**src/rtl/pc_fetch_unit.sv**
```systemverilog
// pc_fetch_unit: holds the architectural PC and computes PC+4 and the jump target.
// It fetches the word at PC over a req/ack instruction-memory port and latches it into IR.
// The fetch sequencer has four states: IDLE, REQ, WAIT and DONE.
module pc_fetch_unit #(
    parameter logic [31:0] RESET_PC = 32'h0000_0000,
    parameter int          TIMEOUT  = 8
) (
    input  logic        CLK,
    input  logic        Reset,
    input  logic        PCWre,
    input  logic [31:0] NextAddr,
    input  logic        FetchStart,
    output logic        imem_req,
    output logic [31:0] imem_addr,
    input  logic        imem_ack,
    input  logic [31:0] imem_rdata,
    output logic [31:0] PC,
    output logic [31:0] PCPlus4,
    output logic [31:0] JumpAddr,
    output logic [31:0] IR,
    output logic        IRValid,
    output logic        Busy,
    output logic        FetchErr
);

    typedef enum logic [1:0] {
        S_IDLE = 2'd0,
        S_REQ  = 2'd1,
        S_WAIT = 2'd2,
        S_DONE = 2'd3
    } state_t;

    // Last WAIT count value before a missing ack is declared a timeout
    localparam logic [7:0] TO_LAST = 8'(TIMEOUT - 1);

    state_t      state_q, state_d;
    logic [31:0] pc_q, pc_d;
    logic [31:0] ir_q, ir_d;
    logic        irvalid_q, irvalid_d;
    logic        req_q, req_d;
    logic [31:0] addr_q, addr_d;
    logic        err_q, err_d;
    logic [7:0]  cnt_q, cnt_d;
    // Set when PC was reloaded on the same edge that launched the fetch,
    // so the returning word belongs to the old PC and must not be marked valid
    logic        stale_q, stale_d;
    logic        start_fetch;

    // A fetch launches only from IDLE and only while no error is latched
    assign start_fetch = (state_q == S_IDLE) && FetchStart && !err_q;

    // State register
    always_ff @(posedge CLK or negedge Reset) begin
        if (!Reset) begin
            state_q <= S_IDLE;
        end else begin
            state_q <= state_d;
        end
    end

    // Next-state logic
    always_comb begin
        state_d = state_q;
        case (state_q)
            S_IDLE: begin
                if (start_fetch) begin
                    state_d = S_REQ;
                end
            end
            S_REQ: begin
                state_d = S_WAIT;
            end
            S_WAIT: begin
                if (imem_ack) begin
                    state_d = S_DONE;
                end else if (cnt_q == TO_LAST) begin
                    state_d = S_IDLE;
                end
            end
            S_DONE: begin
                state_d = S_IDLE;
            end
            default: begin
                state_d = S_IDLE;
            end
        endcase
    end

    // Output and datapath next-values for the current state
    always_comb begin
        pc_d      = pc_q;
        ir_d      = ir_q;
        irvalid_d = irvalid_q;
        req_d     = req_q;
        addr_d    = addr_q;
        err_d     = err_q;
        cnt_d     = cnt_q;
        stale_d   = stale_q;
        Busy      = (state_q == S_REQ) || (state_q == S_WAIT);

        // A misaligned target is still loaded so software can inspect it
        if ((state_q == S_IDLE) && PCWre) begin
            pc_d      = NextAddr;
            irvalid_d = 1'b0;
            if (NextAddr[1:0] != 2'b00) begin
                err_d = 1'b1;
            end
        end

        case (state_q)
            S_IDLE: begin
                // The request carries the PC as it was before any same-edge load
                if (start_fetch) begin
                    addr_d    = pc_q;
                    req_d     = 1'b1;
                    irvalid_d = 1'b0;
                    stale_d   = PCWre;
                end
            end
            S_REQ: begin
                cnt_d = 8'd0;
            end
            S_WAIT: begin
                if (imem_ack) begin
                    ir_d      = imem_rdata;
                    irvalid_d = !stale_q;
                    req_d     = 1'b0;
                end else begin
                    cnt_d = cnt_q + 8'd1;
                    if (cnt_q == TO_LAST) begin
                        req_d = 1'b0;
                        err_d = 1'b1;
                    end
                end
            end
            default: begin
            end
        endcase
    end

    // Datapath and output registers
    always_ff @(posedge CLK or negedge Reset) begin
        if (!Reset) begin
            pc_q      <= RESET_PC;
            ir_q      <= 32'd0;
            irvalid_q <= 1'b0;
            req_q     <= 1'b0;
            addr_q    <= 32'd0;
            err_q     <= 1'b0;
            cnt_q     <= 8'd0;
            stale_q   <= 1'b0;
        end else begin
            pc_q      <= pc_d;
            ir_q      <= ir_d;
            irvalid_q <= irvalid_d;
            req_q     <= req_d;
            addr_q    <= addr_d;
            err_q     <= err_d;
            cnt_q     <= cnt_d;
            stale_q   <= stale_d;
        end
    end

    assign PC        = pc_q;
    assign PCPlus4   = pc_q + 32'd4;
    assign JumpAddr  = {PCPlus4[31:28], ir_q[25:0], 2'b00};
    assign IR        = ir_q;
    assign IRValid   = irvalid_q;
    assign imem_req  = req_q;
    assign imem_addr = addr_q;
    assign FetchErr  = err_q;

endmodule

```
**config.mk**
```make
export PLATFORM = sky130hd
export DESIGN_NAME = pc_fetch_unit
export DESIGN_NICKNAME = d
export VERILOG_FILES = /design/src/rtl/pc_fetch_unit.sv
export SDC_FILE = /design/constraint.sdc
export NUM_CORES = 1
export LEC_CHECK = 0
export CAP_MARGIN = 20
export CORE_ASPECT_RATIO = 0.6
export CORE_MARGIN = 2
export CORE_UTILIZATION = 42
export DETAILED_ROUTE_END_ITERATION = 6
export GPL_TIMING_DRIVEN = 0
export PLACE_DENSITY = 0.81
export SYNTH_ARGS = -nofsm -noshare
export SYNTH_HDL_FRONTEND = slang
export SYNTH_SLANG_ARGS = --single-unit
```
**constraint.sdc**
```tcl
create_clock -name CLK -period 2.42 [get_ports CLK]
set_input_delay 0.484 -clock CLK [delete_from_list [all_inputs] [get_ports CLK]]
set_output_delay 0.484 -clock CLK [all_outputs]
set_load 0.01 [all_outputs]
```
==> run summary, run 1 <==
Worst Setup EP - PCPlus4[30]
Distinct cells, synth - 34
final cell count without fillers - 840
Sinks on Clock Net - 110
aggregate global routing overflow - 0
clock root cell - clkbuf_16
Worst Setup SP - PC[15]$_DFFE_PN0N_
DRC errors left - 0
P&R area growth vs syn - 62.3%
GP Congestion - 0.817
Tmin final - 2.55 ns
# setup viols final - 15
Initial Utilization - 0.428
nets - 745
Clock Latency Late Sink - 0.34 ns
DP Worst Slack - -0.465 ns
largest net degree at the start of global routing - 74
Worst R2R Path Depth - 6
actual slew at the worst max-slew pin - 0.600 ns
worst hold path class - in2async
violated checks - setup timing
max-slew violations - 0
via count - 4,076
initial drt markers - 86
Syn Inst Count - 402
Core Footprint - 12,000 um^2
VDD IR max - 0.735 mV
Setup CP Type - reg2out
Inserted Diodes - 0
final worst slack - -0.128 ns
skew final - 0.00713 ns
synthesized cell area - 5130 um^2
sequential share of the synthesized area - 0.536
Final Hold Fails - 0
P_sw - 3.43 mW
status - complete, but fails checks
H-tree level count - 3
initial antenna violation count - 0
Yosys reg bits - 110
Tot GR Track Use - 0.209
first-pass GRT wire length - 21,600 um
Max-slew headroom - 0.600
Vias/cell - 4.85
crit path max fanout - 8
CTS Buf Count - 9
required time at the worst-slack endpoint - 1.94 ns
CTS tree - yes
Placed Cells - 798
final core utilization - 0.695
overall die area - 13,100 um^2
Worst R2R Start - state_q[0]$_DFFE_PN0P_
RSZ-0062 raised after global routing - true
hold slack final - 0.102 ns
Clock power frac - 0.139
Tcrit/Tclk final - 1.05
Die W - 147 um
Sw Share - 0.348
Fmax - 392 MHz
die height - 89.6 um
# hold bufs at CTS - 0
I/O pin total - 233
Critical Path Start Type - register
CP Capture Type - output port
Critical Path AT - 2.06 ns
Synth Area per Inst - 12.8 um^2
Int Pwr - 6.44 mW
Critical R2R Capture - imem_addr[27]$_DFFE_PN0P_
ANT nets after route - 0
IO Port Bufs - 229
share of layout cells above drive strength 1 - 0.379
FP Rows - 31
clock-pin slew on the worst setup and hold paths - 0.07 ns
Max Cap Viol - 0
leakage - 3.73 nW
Detailed Route WL - 14,300 um
Syn. warnings - 0
Wirelength per Cell - 17.0 um
post-DP HPWL - 10,300 um
part of the power in registers - 0.320
Pwr Density - 1190 nW/um^2
clock buffer depth - 2
final setup TNS - -1.13 ns
number of global-route vias before repair - 4,127
Comb power frac - 0.540
Initial DRT Pass Iterations - 4
Reg2Reg Setup Slack - 0.40 ns
==> placed cells by master, fill, tap and decap left out, types with 3 or more instances in the layout <==
master,n
nand2_1,22
clkbuf_2,5
xnor2_1,14
nor2_1,4
inv_1,6
o21ai_0,3
buf_6,16
xor2_1,9
dfrtp_2,16
clkdlybuf4s50_1,197
nand4_1,8
and4_4,3
and3_1,7
nand3_1,12
nor3_2,3
dlygate4sd2_1,7
nand3_4,5
ha_1,4
o22ai_1,6
buf_2,22
clkbuf_16,9
mux2_2,97
a21oi_1,3
dfrtp_1,94
mux2i_1,5
buf_4,55
xnor2_2,7
==> final cells by class <==
cell class | instances | area, um^2
multi-input cells | 236 | 2220
inverters | 6 | 22.5
well taps | 165 | 206
flip-flops and latches | 110 | 2770
plain buffers | 50 | 368
fillers | 857 | 3660
clock inverters | 5 | 35.0
clock buffers | 10 | 239
repair buffers | 258 | 2470
==> routing by layer <==
metal,global-route usage,up-vias,share of wire
met5,0,-,0
met3,0.0631,11,0.070
met4,0.0477,0,0.0091
li1,-,1902,-
met1,0.271,2019,0.44
met2,0.353,144,0.48
==> per-stage QoR <==
step	cell area (um^2)	power [mW]
2_1_floorplan	5140	5.37
3_3_place_gp	7630	8.13
3_5_place_dp	7660	8.29
4_1_cts	8160	9.81
5_1_grt	8330	10.4
6_report	8330	9.87
==> flip-flops by register name, indices dropped and copies added, names as in the netlist <==
register / flops
imem_addr: 32
stale_q: 1
PC: 32
IRValid: 1
imem_req: 1
state_q: 2
cnt_q: 8
IR: 32
FetchErr: 1
==> synthesized netlist by cell type, drive strengths merged <==
| cell type | n | area share |
|---|---|---|
| a21o | 2 | 0.0029 |
| a21oi | 3 | 0.0029 |
| a31oi | 1 | 0.0012 |
| and2 | 1 | 0.0012 |
| and2b | 1 | 0.0015 |
| and3 | 8 | 0.0098 |
| and4 | 5 | 0.0090 |
| buf | 47 | 0.064 |
| clkbuf | 4 | 0.0029 |
| conb | 1 | 0.00073 |
| dfrtp | 110 | 0.54 |
| ha | 5 | 0.012 |
| inv | 6 | 0.0044 |
| mux2 | 97 | 0.21 |
| mux2i | 5 | 0.0098 |
| nand2 | 23 | 0.017 |
| nand2b | 1 | 0.0012 |
| nand3 | 19 | 0.019 |
| nand3b | 1 | 0.0015 |
| nand4 | 8 | 0.0098 |
| nor2 | 4 | 0.0029 |
| nor2b | 1 | 0.0012 |
| nor3 | 4 | 0.0039 |
| nor4 | 1 | 0.0024 |
| nor4bb | 1 | 0.0020 |
| o21a | 1 | 0.0015 |
| o21ai | 3 | 0.0029 |
| o221ai | 1 | 0.0017 |
| o22ai | 6 | 0.0073 |
| xnor2 | 23 | 0.039 |
| xor2 | 9 | 0.015 |
==> worst min-delay path by stage <==
stage	depth (start not counted)	start	end
finish	1	Reset	IR[0]$_DFFE_PN0P_
global route	1	Reset	IR[0]$_DFFE_PN0P_
CTS	1	Reset	IR[0]$_DFFE_PN0P_
detailed placement	1	state_q[1]$_DFFE_PN0P_	state_q[1]$_DFFE_PN0P_
global placement	1	state_q[1]$_DFFE_PN0P_	state_q[1]$_DFFE_PN0P_
floorplan	0	Reset	FetchErr$_DFF_PN0_
==> timing repair <==
action / CTS / global route
setup buffers: 21 / 7
pin swaps: 10 / 13
setup endpoints to repair: 32 / 23
gates resized for setup: 117 / 46
==> power groups by stage <==
stage	clock (mW)	sequential, mW	combinational, mW
after global routing	1.49	3.26	5.68
after global placement	0	3.16	4.97
after CTS	1.42	3.13	5.27
after floorplan	0	3.30	2.07
final	1.37	3.16	5.33
after detailed placement	0	3.23	5.07
==> worst max-delay path: stages (launching register included) <==
cell     delay [ns]
dfrtp_2        0.45
and4_1         0.22
and4_4         0.27
buf_6          0.12
buf_6          0.09
nand4_1        0.13
xnor2_2        0.18
buf_4          0.14
buf_6          0.11
==> cells by family after synthesis <==
| family | count (synthesis) | share of synthesized area |
|---|---|---|
| compound gates | 17 | 0.0205 |
| xor+xnor | 32 | 0.0546 |
| fa+ha+maj | 5 | 0.0122 |
| buf+inv | 57 | 0.0714 |
| flops | 110 | 0.536 |
| mux | 102 | 0.223 |
| other cells | 1 | 0.000731 |
| simple gates | 78 | 0.0817 |
Note: power is estimated with default switching activity, not from simulation.
==> run 2, diff against run 1 <==
- CTS_CLUSTER_SIZE: default -> 12
==> results of run 2 <==
Same layout as run 1: the final DEF is identical, and so are final timing and power.
